===== src/rtl/fwd_hazard_unit_pkg.sv =====
`default_nettype none
// +------------------------------------------------------------------+
// | fwd_hazard_unit_pkg : bypass select encodings and stage entries   |
// | Rev 1.0                                                           |
// +------------------------------------------------------------------+
package fwd_hazard_unit_pkg;

    // Widest register address any pipeline stage entry can carry.
    localparam int AW_MAX = 16;

    // Bypass select encoding: 0 = register file, k = stage k (1 = EX).
    localparam int BP_SEL_RF = 0;

    typedef struct packed {
        logic              valid;
        logic              wen;
        logic              load;
        logic [AW_MAX-1:0] dest;
    } stg_entry_t;

    // r0 is hardwired, so a write to it never forwards.
    function automatic logic entry_match(input stg_entry_t e, input logic [AW_MAX-1:0] addr);
        return e.valid && e.wen && (e.dest == addr) && (addr != '0);
    endfunction

endpackage
`default_nettype wire


===== src/rtl/fwd_hazard_unit_if.sv =====
`default_nettype none
// +------------------------------------------------------------------+
// | fwd_hazard_unit_if : decode-side hazard/bypass bus                |
// | Rev 1.0                                                           |
// +------------------------------------------------------------------+
interface fwd_hazard_unit_if #(
    parameter int NSRC = 2,
    parameter int NSTG = 3,
    parameter int AW   = 5,
    parameter int SW   = $clog2(NSTG + 1)
);
    logic                 in_valid;
    logic [AW-1:0]        in_dest;
    logic                 in_wen;
    logic                 in_load;
    logic [NSRC*AW-1:0]   src_addr;
    logic                 stall_ext;
    logic                 flush;
    logic [NSRC*SW-1:0]   bp_sel;
    logic                 ld_stall;
    logic [15:0]          stall_cnt;

    modport master (
        output in_valid, in_dest, in_wen, in_load, src_addr, stall_ext, flush,
        input  bp_sel, ld_stall, stall_cnt
    );

    modport slave (
        input  in_valid, in_dest, in_wen, in_load, src_addr, stall_ext, flush,
        output bp_sel, ld_stall, stall_cnt
    );
endinterface
`default_nettype wire


===== src/rtl/fwd_prio_sel.sv =====
`default_nettype none
// +------------------------------------------------------------------+
// | fwd_prio_sel : youngest-match bypass select for one source port   |
// | Rev 1.0                                                           |
// +------------------------------------------------------------------+
module fwd_prio_sel
    import fwd_hazard_unit_pkg::*;
#(
    parameter int NSTG = 3,
    parameter int AW   = 5,
    parameter int SW   = $clog2(NSTG + 1)
) (
    input  stg_entry_t [NSTG:1] ents,
    input  logic [AW-1:0]       src,
    output logic [SW-1:0]       sel,
    output logic                ld_hit
);

    logic [AW_MAX-1:0] w_src;
    logic [NSTG:1]     w_unused_load;

    assign w_src = AW_MAX'(src);

    // Scan oldest to youngest so the lowest matching stage is the last write.
    always_comb begin
        sel = SW'(BP_SEL_RF);
        for (int k = NSTG; k >= 1; k--) begin
            if (entry_match(ents[k], w_src)) begin
                sel = SW'(k);
            end
        end
        ld_hit = entry_match(ents[1], w_src) && ents[1].load;
    end

    always_comb begin
        for (int k = 1; k <= NSTG; k++) begin
            w_unused_load[k] = ents[k].load;
        end
    end

endmodule
`default_nettype wire


===== src/rtl/fwd_hazard_unit.sv =====
`default_nettype none
// +------------------------------------------------------------------+
// | fwd_hazard_unit : operand bypass selection and load-use interlock |
// | Rev 1.0                                                           |
// +------------------------------------------------------------------+
module fwd_hazard_unit
    import fwd_hazard_unit_pkg::*;
#(
    parameter int NSRC = 2,
    parameter int NSTG = 3,
    parameter int AW   = 5,
    parameter int SW   = $clog2(NSTG + 1)
) (
    input  logic              clk,
    input  logic              rst_n,
    fwd_hazard_unit_if.slave  bus
);

    stg_entry_t [NSTG:1]  r_stg;
    logic [15:0]          r_stall_cnt;
    stg_entry_t           w_dec;
    logic [NSRC*SW-1:0]   w_bp_sel;
    logic [NSRC-1:0]      w_ld_hit;
    logic                 w_ld_stall;

    generate
        for (genvar s = 0; s < NSRC; s++) begin : g_src
            fwd_prio_sel #(
                .NSTG (NSTG),
                .AW   (AW),
                .SW   (SW)
            ) u_sel (
                .ents   (r_stg),
                .src    (bus.src_addr[s*AW +: AW]),
                .sel    (w_bp_sel[s*SW +: SW]),
                .ld_hit (w_ld_hit[s])
            );
        end
    endgenerate

    assign w_ld_stall = bus.in_valid && (|w_ld_hit);

    // A stalled or flushed decode instruction becomes a bubble in stage 1.
    always_comb begin
        w_dec       = '0;
        w_dec.valid = bus.in_valid && !w_ld_stall && !bus.flush;
        w_dec.wen   = bus.in_wen;
        w_dec.load  = bus.in_load;
        w_dec.dest  = AW_MAX'(bus.in_dest);
    end

    always_ff @(posedge clk or negedge rst_n) begin
        if (!rst_n) begin
            r_stg       <= '0;
            r_stall_cnt <= 16'd0;
        end else if (!bus.stall_ext) begin
            for (int k = NSTG; k >= 2; k--) begin
                r_stg[k] <= r_stg[k-1];
            end
            r_stg[1] <= w_dec;
            if (w_ld_stall && (r_stall_cnt != 16'hFFFF)) begin
                r_stall_cnt <= r_stall_cnt + 16'd1;
            end
        end else if (bus.flush) begin
            r_stg[1].valid <= 1'b0;
        end
    end

    assign bus.bp_sel    = w_bp_sel;
    assign bus.ld_stall  = w_ld_stall;
    assign bus.stall_cnt = r_stall_cnt;

endmodule
`default_nettype wire


===== src/flat_wrapper.sv =====
// flat-port wrapper written by rule: the top's interface ports become plain ports
module fwd_hazard_unit_flat import fwd_hazard_unit_pkg::*;
#(
    parameter int NSRC = 2,
    parameter int NSTG = 3,
    parameter int AW   = 5,
    parameter int SW   = $clog2(NSTG + 1)
)
  (clk, rst_n, bus_in_valid, bus_in_dest, bus_in_wen, bus_in_load, bus_src_addr, bus_stall_ext, bus_flush, bus_bp_sel, bus_ld_stall, bus_stall_cnt);
  fwd_hazard_unit_if #(.NSRC(NSRC), .NSTG(NSTG), .AW(AW), .SW(SW)) bus_i ();
  input  logic clk;
  input  logic rst_n;
  input wire logic [$bits(bus_i.in_valid)-1:0] bus_in_valid;
  input wire logic [$bits(bus_i.in_dest)-1:0] bus_in_dest;
  input wire logic [$bits(bus_i.in_wen)-1:0] bus_in_wen;
  input wire logic [$bits(bus_i.in_load)-1:0] bus_in_load;
  input wire logic [$bits(bus_i.src_addr)-1:0] bus_src_addr;
  input wire logic [$bits(bus_i.stall_ext)-1:0] bus_stall_ext;
  input wire logic [$bits(bus_i.flush)-1:0] bus_flush;
  output wire logic [$bits(bus_i.bp_sel)-1:0] bus_bp_sel;
  output wire logic [$bits(bus_i.ld_stall)-1:0] bus_ld_stall;
  output wire logic [$bits(bus_i.stall_cnt)-1:0] bus_stall_cnt;
  assign bus_i.in_valid = bus_in_valid;
  assign bus_i.in_dest = bus_in_dest;
  assign bus_i.in_wen = bus_in_wen;
  assign bus_i.in_load = bus_in_load;
  assign bus_i.src_addr = bus_src_addr;
  assign bus_i.stall_ext = bus_stall_ext;
  assign bus_i.flush = bus_flush;
  assign bus_bp_sel = bus_i.bp_sel;
  assign bus_ld_stall = bus_i.ld_stall;
  assign bus_stall_cnt = bus_i.stall_cnt;
  fwd_hazard_unit #(.NSRC(NSRC), .NSTG(NSTG), .AW(AW), .SW(SW)) u_core (.clk(clk), .rst_n(rst_n), .bus(bus_i));
endmodule

===== config.mk =====
export PLATFORM = sky130hd
export DESIGN_NAME = fwd_hazard_unit_flat
export DESIGN_NICKNAME = d
export VERILOG_FILES = /design/src/rtl/fwd_hazard_unit_pkg.sv /design/src/rtl/fwd_hazard_unit_if.sv /design/src/rtl/fwd_prio_sel.sv /design/src/rtl/fwd_hazard_unit.sv /design/src/flat_wrapper.sv
export SDC_FILE = /design/constraint.sdc
export NUM_CORES = 1
export LEC_CHECK = 0
export CAP_MARGIN = 20
export CELL_PAD_IN_SITES_DETAIL_PLACEMENT = 1
export CELL_PAD_IN_SITES_GLOBAL_PLACEMENT = 1
export CORE_MARGIN = 3
export CORE_UTILIZATION = 41
export CTS_BUF_LIST = sky130_fd_sc_hd__clkbuf_4
export CTS_CLUSTER_DIAMETER = 50
export DETAILED_ROUTE_END_ITERATION = 8
export GPL_TIMING_DRIVEN = 0
export PLACE_DENSITY_LB_ADDON = 0.1
export RECOVER_POWER = 25
export SLEW_MARGIN = 20
export SYNTH_ARGS = -nofsm -noshare
export SYNTH_HDL_FRONTEND = slang
export SYNTH_SLANG_ARGS = --single-unit

===== constraint.sdc =====
create_clock -name clk -period 4.3 [get_ports clk]
set_input_delay 1.29 -clock clk [delete_from_list [all_inputs] [get_ports clk]]
set_output_delay 1.29 -clock clk [all_outputs]
set_load 0.02 [all_outputs]

==> run_results.csv, run 1 <==
group,metric,value,unit
run_status,status,"completed",
clock_tree,cts_tree,"built",
sta,slew_headroom,17.64,%
drt,drtPass1Iterations,4,
layout,num-nets-final,259,
die,chipWidth,76.92,µm
global_routing,grt_max_degree,23,
placement,io_buffers,41,
die,dieArea,5916,µm²
worst_setup_path,worst_ep_required_time,3.01,ns
synthesis,synth-main-ff-cell,"dfrtp_1",
synthesis,synthCells,180,
sta,whs,0.5065,ns
drt,wl,5.197,mm
synthesis,async_flop_share,100.0,%
layout,drive_gt1_share,21.94,%
drt,via_count,1587,
power,p_leak,0.001135,µW
global_routing,grt_usage,18.76,%
sta,skew,0.01239,ns
power,p_total,733.2,µW
sta,fin_tns_setup,0,ns
min_path,min_path_type,"flop to flop",
drt,ant_nets,0,
worst_setup_path,path_delay_family,"simple AND/OR/NAND/NOR gates",
synthesis,synthTopCellsByArea,"dfrtp_1 46%, mux2_2 11%, xnor2_1 9.8%, xor2_1 9.3%, nand4_1 3.0%",
die,fp-row-count,25,
drt,via_per_inst,5.220,
sta,fin_crit,4.267,ns
clock_tree,numCtsBuffers,5,
power,peakVddDrop,0.2206,mV
worst_setup_path,critPathMaxStageDelay,0.51,ns
global_routing,grt_pass1_vias,1721,
sta,fin_ws,0.03302,ns
worst_setup_path,cp-start-kind,"input pin",
drt,post_drt_wl_per_cell,17.10,µm
global_routing,overflow,0,
synthesis,synth_fp_nets,203,
synthesis,yosysTopAreaCell,"dfrtp_1",
clock_tree,cts_max_path_buffers,2,
worst_setup_path,crit_type,"input pin to output pin",
power,power.density,276.7,nW/µm²
sta,clock.fmax,234.4,MHz
worst_setup_path,crit_path_end_kind,"output pin",
clock_tree,clk_pin_slew,0.12,ns
layout,instances_no_fill,304,
synthesis,postSynthAreaPerCell,11.46,µm²
global_routing,antenna_found_initial,0,
synthesis,yosysMostFrequentCell,"dfrtp_1",
layout,syn_to_final_growth,28.52,%
sta,worst_pin_slew,1.235,ns
die,core-area,4786,µm²
synthesis,synthTopCellsByCount,"38 x dfrtp_1, 23 x xnor2_1, 22 x xor2_1",
worst_setup_path,cp.arrival,2.98,ns
die,ioPinCount,43,
synthesis,ys_ff_latch,38,
clock_tree,cts-root-buf,"clkbuf_4",
placement,dp_hpwl,3.976,mm
layout,fillers,548,
synthesis,synth_edf_count,0,
sta,hold_violations,0,
synthesis,synth.distinct_cells,31,
worst_setup_path,crit_buf_inv,3,
drt,drc,0,
drt,drt_iter0_drc,75,
clock_tree,h-tree-depth,2,
clock_tree,clock_latency,0.33,ns
die,start_util,43.08,%
clock_tree,cts_hold_buffers,0,
global_routing,grt_pass1_wl,8.907,mm
placement,preCtsSetupSlack,-0.7772,ns
worst_setup_path,path_max_fanout,6,
job,maxCapViolCount,0,
layout,diodes,0,
die,die_h,76.92,µm
clock_tree,cts.sinks,38,
sta,fin_crit_sh,99.23,%
placement,dp.cells,289,
placement,gp_congestion,0.8654,
worst_setup_path,cp_slowest_cell,"or4_4",
worst_setup_path,crit_chain,"dlygate4sd2_1, or4_4, nor2_4, nor4_4, o21ai_4, buf_6, nor2_1, clkdlybuf4s15_2",
sta,rsz0062_at_grt,"true",
worst_setup_path,r2r_slack,2.02,ns
synthesis,netlist_area,2062,µm²
sta,slew_viol_final,0,
synthesis,yosysTopAreaCellShare,46.12,%
synthesis,yosysWarnings,0,
synthesis,ys_seq_area_share,46.12,%
sta,setup_viol,0,
-- worst paths after layout --
check	startpoint	end	cells after the start
worst min register to register	u_core.bus.stall_cnt[12]	u_core.bus.stall_cnt[12]	1
worst max-delay path	bus_src_addr[2]	bus_ld_stall	8
worst min-delay path	u_core.bus.stall_cnt[12]	u_core.bus.stall_cnt[12]	1
worst max register to register	u_core.r_stg[2]	u_core.bus.stall_cnt[1]	8
min in group asynchronous	rst_n	u_core.bus.stall_cnt[4]	1
max in group asynchronous	rst_n	u_core.r_stg[21]	2
-- per-stage QoR --
stage / instance area, µm² / utilization [%]
floorplan: 2062 / -
global route: 2650 / 55.37
detailed placement: 2579 / 53.88
global placement: 2556 / 53.41
finish: 2650 / 55.37
CTS: 2664 / 55.66
-- routing by layer --
| layer | GRT usage, % | vias up | wire (µm) |
|---|---|---|---|
| met5 | 0 | - | 0 |
| met4 | 4.167 | 0 | 46 |
| met3 | 3.991 | 6 | 203 |
| met2 | 31.71 | 30 | 2545 |
| met1 | 24.64 | 799 | 2401 |
| li1 | - | 752 | - |
-- cell type report --
cell class                 instances  area [µm²]  share of cell area, %
multi-input combinational        137        1107                  41.78
clock buffer                       5       37.54                  1.416
sequential                        38       950.9                  35.88
clock inverter                     3       16.27                 0.6138
timing repair buffer              49       427.9                  16.15
tap                               67       83.83                  3.163
buffer                             4       22.52                 0.8499
inverter                           1       3.754                 0.1416
-- repair_timing --
action,in CTS,in global routing
pin swaps,2,4
setup endpoints to repair,5,3
setup buffers,3,4
resized for setup,23,10
-- report_power, final --
part,switching (µW),internal [µW]
combinational,60.4,73.9
sequential,38.1,386
clock,114,60.9
total,212,521
-- logic make-up (layout without fill, tap and decap cells) --
group,Yosys count,after routing,share of synthesized area [%]
and+or+nand+nor,61,61,17.90
xor gates and xnor gates,45,45,19.11
DFF,38,38,46.12
muxes,22,22,12.01
AOI/OAI and AO/OA,8,8,2.973
buffers and inverters,5,62,1.274
adders and majority gates,1,1,0.6067
-- flip-flops by register name (all words and copies together), names as in the netlist --
| name | count |
|---|---|
| u_core.r_stg | 22 |
| u_core.bus.stall_cnt | 16 |
-- worst register-to-register path, cell delays in order, from the launching register on --
cell     delay [ns]
dfrtp_1        0.46
xnor2_1        0.19
nand4_1        0.17
nor4b_4        0.26
buf_4          0.18
o21ai_4        0.07
buf_4          0.17
nor3_1         0.33
mux2_1         0.36
-- layout by cell type (no fill, tap or decap), types with 6 or more instances in the layout --
cell type | Yosys | layout
dlygate4sd2_1 | 0 | 8
dfrtp_1 | 38 | 38
xor2_1 | 22 | 22
nor4_1 | 7 | 6
buf_4 | 0 | 7
nor3_1 | 8 | 8
nand4_1 | 10 | 10
nand2_1 | 13 | 13
xnor2_1 | 23 | 23
clkdlybuf4s50_1 | 0 | 25
mux2_2 | 21 | 21
nor2_1 | 7 | 7
Note: power is estimated with default switching activity, not from simulation.
==> run 2, diff against run 1 <==
SLEW_MARGIN = 40   (was 20)
==> run 2 against run 1 <==
The run now ends with capacitance limit, slew limit left. Via count is 0.25% higher. Final area hardly changed. Total power is 0.27% higher. Clock-buffer cell count stayed put. Hold slack better by 0.0019 ns. Clock power hardly changed. Register-to-register slack hardly changed. Sequential power hardly changed. Largest cell class unchanged.
==> run_results.csv, run 2 (synthesis results as in run 1) <==
group,metric,value,unit
layout,regArea,950.9,µm²
worst_setup_path,crit_chain,"dlygate4sd2_1, xnor2_1, nand4_1, nor4b_4, buf_4, o21ai_4, buf_6, nor2_1, clkdlybuf4s15_2",
global_routing,grt_max_degree,39,
layout,multiInputGateArea,1115,µm²
min_path,holdCritStartpoint,"u_core.bus.stall_cnt[12]",
layout,fin_area,2653,µm²
layout,drive_gt1_share,22.03,%
worst_setup_path,cp_slowest_cell,"dlygate4sd2_1",
layout,fillers,543,
clock_tree,numCtsBuffers,5,
die,core-area,4786,µm²
layout,layout.cells.most_common_list,"38 x dfrtp_1, 25 x clkdlybuf4s50_1, 22 x xnor2_1, 22 x xor2_1, 21 x mux2_2",
clock_tree,h-tree-depth,2,
drt,via_count,1591,
sta,worst_pin_slew,2.054,ns
drt,via_per_inst,5.251,
placement,io_buffers,41,
clock_tree,cts_tree,"built",
die,chipWidth,76.92,µm
placement,dp_hpwl,3.934,mm
worst_setup_path,worst_ep_required_time,3.01,ns
global_routing,antenna_found_initial,0,
sta,slew_headroom,-36.94,%
worst_setup_path,crit_path_end_kind,"output pin",
layout,final_common_cell,"dfrtp_1",
drt,ant_nets,0,
sta,clock.fmax,237.4,MHz
die,ioPinCount,43,
placement,place_area,2554,µm²
placement,preCtsSetupSlack,-0.7900,ns
power,peakVddDrop,0.1856,mV
power,power.density,277.2,nW/µm²
drt,post_drt_wl_per_cell,17.12,µm
die,fp-row-count,25,
placement,gp_congestion,0.8654,
worst_setup_path,path_max_fanout,6,
global_routing,grt_pass1_wl,8.680,mm
worst_setup_path,crit_start,"bus_src_addr[5]",
die,start_util,43.08,%
drt,drtPass1Iterations,4,
worst_setup_path,critPathMaxStageDelay,0.30,ns
layout,top_register,"u_core.r_stg",
min_path,min_path_type,"flop to flop",
sta,fin_ws,0.08721,ns
clock_tree,clock_latency,0.34,ns
die,die_h,76.92,µm
layout,num-nets-final,258,
layout,diodes,0,
sta,whs,0.5084,ns
placement,dp.cells,288,
sta,slew_viol_final,39,
layout,instances_no_fill,303,
layout,largest_reg_flops,22,
worst_setup_path,cp.arrival,2.92,ns
job,maxCapViolCount,1,
layout,syn_to_final_growth,28.64,%
drt,wl,5.186,mm
sta,setup_viol,0,
worst_setup_path,r2r-start,"u_core.r_stg[1]",
sta,fin_crit_sh,97.97,%
sta,fin_crit,4.213,ns
worst_setup_path,cp-start-kind,"input pin",
sta,skew,0.01429,ns
die,dieArea,5916,µm²
global_routing,overflow,0,
sta,hold_violations,0,
run_status,status,"finished with violations",
drt,drt_iter0_drc,54,
drt,drc,0,
run_status,violations,"capacitance limit, slew limit",
global_routing,grt_pass1_vias,1701,
power,p_total,735.3,µW
clock_tree,cts.sinks,38,
clock_tree,cts_max_path_buffers,2,
clock_tree,cts-root-buf,"clkbuf_4",
worst_setup_path,crit_type,"input pin to output pin",
global_routing,grt_usage,18.48,%
clock_tree,clk_pin_slew,0.12,ns
power,p_leak,0.001144,µW
run 2: changes by cell type in the layout (fill, tap and decap cells not counted), sizes merged:
cell    change
clkbuf      -1
run 2: worst paths after layout:
kind	to	slack, ns	cells after the start
worst max-delay path	bus_ld_stall	0.09	9
worst min-delay path	u_core.bus.stall_cnt[12]	0.51	1
worst max register to register	u_core.bus.stall_cnt[1]	2.01	8
worst min register to register	u_core.bus.stall_cnt[12]	0.51	1
max in group asynchronous	u_core.bus.stall_cnt[3]	1.60	1
min in group asynchronous	u_core.r_stg[37]	1.53	1
run 2: per-layer routing:
layer	wire, µm	track usage (%)
met5	0	0
met4	44	3.804
met3	184	4.108
met2	2464	29.88
met1	2492	25.41
run 2: layout make-up:
| type | count | share of cell area (%) |
|---|---|---|
| Buffer | 4 | 0.8491 |
| Clock buffer | 5 | 1.415 |
| Clock inverter | 3 | 0.6132 |
| Inverter | 1 | 0.1415 |
| Multi-Input combinational cell | 137 | 42.03 |
| Sequential cell | 38 | 35.85 |
| Tap cell | 67 | 3.160 |
| Timing Repair Buffer | 48 | 15.94 |
run 2: report_power, final:
part           internal, µW  switching, µW  leakage, µW
Clock                  60.9            115    0.0000286
Sequential              386           38.4     0.000486
Combinational          74.6           60.5     0.000629
run 2: repair_timing:
| action | in CTS | in global routing |
|---|---|---|
| setup endpoints to repair | 5 | 2 |
| resized for setup | 20 | 13 |
| pin swaps | 3 | 2 |
| buffers inserted | 2 | 5 |
| hold buffers | 0 | 0 |
run 2: worst max-delay path: cells and delay by family:
| family | cells | cell delay (ns) |
|---|---|---|
| XOR/XNOR | 1 | 0.16 |
| AO/OA/AOI/OAI | 1 | 0.07 |
| buffers and inverters | 4 | 0.90 |
| AND/OR/NAND/NOR | 3 | 0.51 |
run 2: stage by stage:
stage,setup TNS (ns),utilization (%)
CTS,-0.05345,54.85
floorplan,0,-
finish,0,55.42
global route,-0.01051,55.42
global placement,-2.073,53.41
detailed placement,-2.340,53.36
==> run 3, diff against run 2 <==
CORE_MARGIN = unset   (was 3)
CORE_UTILIZATION = 45   (was 41)
clock period = 5.05 ns   (was 4.3 ns; I/O delays follow)
==> run 3 against run 2 <==
The run now ends clean. Total power shrank 0.29%. Global-route usage up 5.5 points. Hold slack got worse by 0.0078 ns. Sequential cell count unchanged. Sequential power decreased by 15%. Clock-buffer cell count did not move.
==> run_results.csv, run 3 (synthesis results as in run 1) <==
group,metric,value,unit
run_status,status,"completed",
drt,drc,0,
die,ioPinCount,43,
sta,fin_ws,0.1530,ns
global_routing,grt_max_degree,21,
clock_tree,numCtsBuffers,5,
worst_setup_path,cp.arrival,3.38,ns
layout,syn_to_final_growth,31.67,%
sta,worst_pin_slew,1.116,ns
global_routing,grt_usage,23.96,%
layout,diodes,0,
die,core-area,4384,µm²
layout,largest_reg_flops,22,
worst_setup_path,cp-start-kind,"input pin",
clock_tree,cts.sinks,38,
placement,gp_congestion,0.8141,
global_routing,antenna_found_initial,0,
layout,top_register,"u_core.r_stg",
die,fp-row-count,24,
clock_tree,h-tree-depth,2,
power,peakVddDrop,0.1554,mV
layout,drive_gt1_share,18.80,%
power,power.density,270.0,nW/µm²
drt,drt_iter0_drc,61,
worst_setup_path,crit_path_end_kind,"output pin",
power,p_leak,0.001238,µW
sta,hold_violations,0,
drt,via_count,1609,
clock_tree,cts_max_path_buffers,2,
global_routing,grt_pass1_vias,1869,
placement,dp_hpwl,3.944,mm
global_routing,overflow,0,
clock_tree,cts-root-buf,"clkbuf_4",
clock_tree,cts_tree,"built",
layout,final_common_cell,"dfrtp_1",
worst_setup_path,crit_type,"input pin to output pin",
drt,post_drt_wl_per_cell,18.45,µm
job,maxCapViolCount,0,
die,start_util,47.03,%
min_path,min_path_type,"flop to flop",
worst_setup_path,path_max_fanout,10,
global_routing,grt_pass1_wl,9.087,mm
sta,slew_headroom,25.58,%
die,chipWidth,69.69,µm
sta,whs,0.5006,ns
sta,skew,0.009650,ns
sta,slew_viol_final,0,
worst_setup_path,worst_ep_required_time,3.54,ns
drt,via_per_inst,5.626,
layout,layout.cells.most_common_list,"38 x dfrtp_1, 26 x clkdlybuf4s50_1, 22 x xnor2_1, 22 x xor2_1, 21 x mux2_2",
clock_tree,clock_latency,0.35,ns
sta,clock.fmax,204.2,MHz
drt,wl,5.277,mm
die,dieArea,4857,µm²
clock_tree,cts_hold_buffers,0,
drt,drtPass1Iterations,4,
sta,fin_crit_sh,96.97,%
layout,num-nets-final,256,
sta,rsz0062_at_grt,"false",
sta,setup_viol,0,
layout,fin_util,61.93,%
clock_tree,clk_pin_slew,0.11,ns
sta,fin_crit,4.897,ns
placement,preCtsSetupSlack,-0.5163,ns
drt,ant_nets,0,
die,die_h,69.69,µm
placement,io_buffers,41,
-- run 3: cell types whose count changed in the layout (fill, tap and decap cells not counted), sizes merged, moves of 2 or more --
cell          change
bufinv            +2
dlygate4sd2       -4
dlymetal6s2s      +9
clkbuf            -4
buf               -3
-- run 3: final timing paths --
check / from / endpoint / slack, ns / cells after the start
max in group asynchronous: rst_n / u_core.r_stg[16] / 2.24 / 2
min: u_core.bus.stall_cnt[8] / u_core.bus.stall_cnt[8] / 0.50 / 1
min in group asynchronous: rst_n / u_core.r_stg[2] / 1.34 / 1
min reg2reg: u_core.bus.stall_cnt[8] / u_core.bus.stall_cnt[8] / 0.50 / 1
max: bus_src_addr[0] / bus_ld_stall / 0.15 / 8
max reg2reg: u_core.r_stg[4] / u_core.bus.stall_cnt[1] / 2.61 / 7
-- run 3: layer usage --
layer | global-route usage, % | wire [µm]
met3 | 5.233 | 172
met4 | 11.33 | 92
met5 | 0 | 0
met1 | 28.18 | 2189
met2 | 41.53 | 2822
-- run 3: where the power goes --
| part | internal [µW] | switching (µW) |
|---|---|---|
| registers | 329 | 31.1 |
| logic | 66.0 | 52.0 |
| clock network | 153 | 103 |
| total | 547 | 186 |
-- run 3: critical path: stages --
cell and delay (ns):
dlygate4sd2_1 0.30, xnor2_1 0.18, nand4_1 0.19, nor4_4 0.48
o21ai_4 0.14, buf_6 0.16, nor2_1 0.13, clkdlybuf4s15_2 0.28
-- run 3: layout make-up --
| type | instances | area (µm²) |
|---|---|---|
| fillers | 464 | 1669 |
| multi-input cells | 137 | 1115 |
| flip-flops and latches | 38 | 950.9 |
| repair buffers | 46 | 456.7 |
| well taps | 52 | 65.06 |
| clock inverters | 3 | 63.81 |
| clock buffers | 5 | 37.54 |
| plain buffers | 4 | 22.52 |
| inverters | 1 | 3.754 |
-- run 3: metrics by stage --
step	cell area [µm²]	std cells	TNS (ns)	total power, µW
detailed placement	2560	274	-1.021	483.8
floorplan	2062	180	0	430.4
global route	2715	286	0	768.3
global placement	2537	273	-0.6909	475.7
CTS	2680	282	-0.05514	742.8
finish	2715	286	0	733.1
-- run 3: repair_timing --
item                                    in CTS  in global routing
gates resized for setup                     11                 10
setup buffers                                0                  4
endpoints found under the setup margin       5                  2
pin swaps                                    1                  4
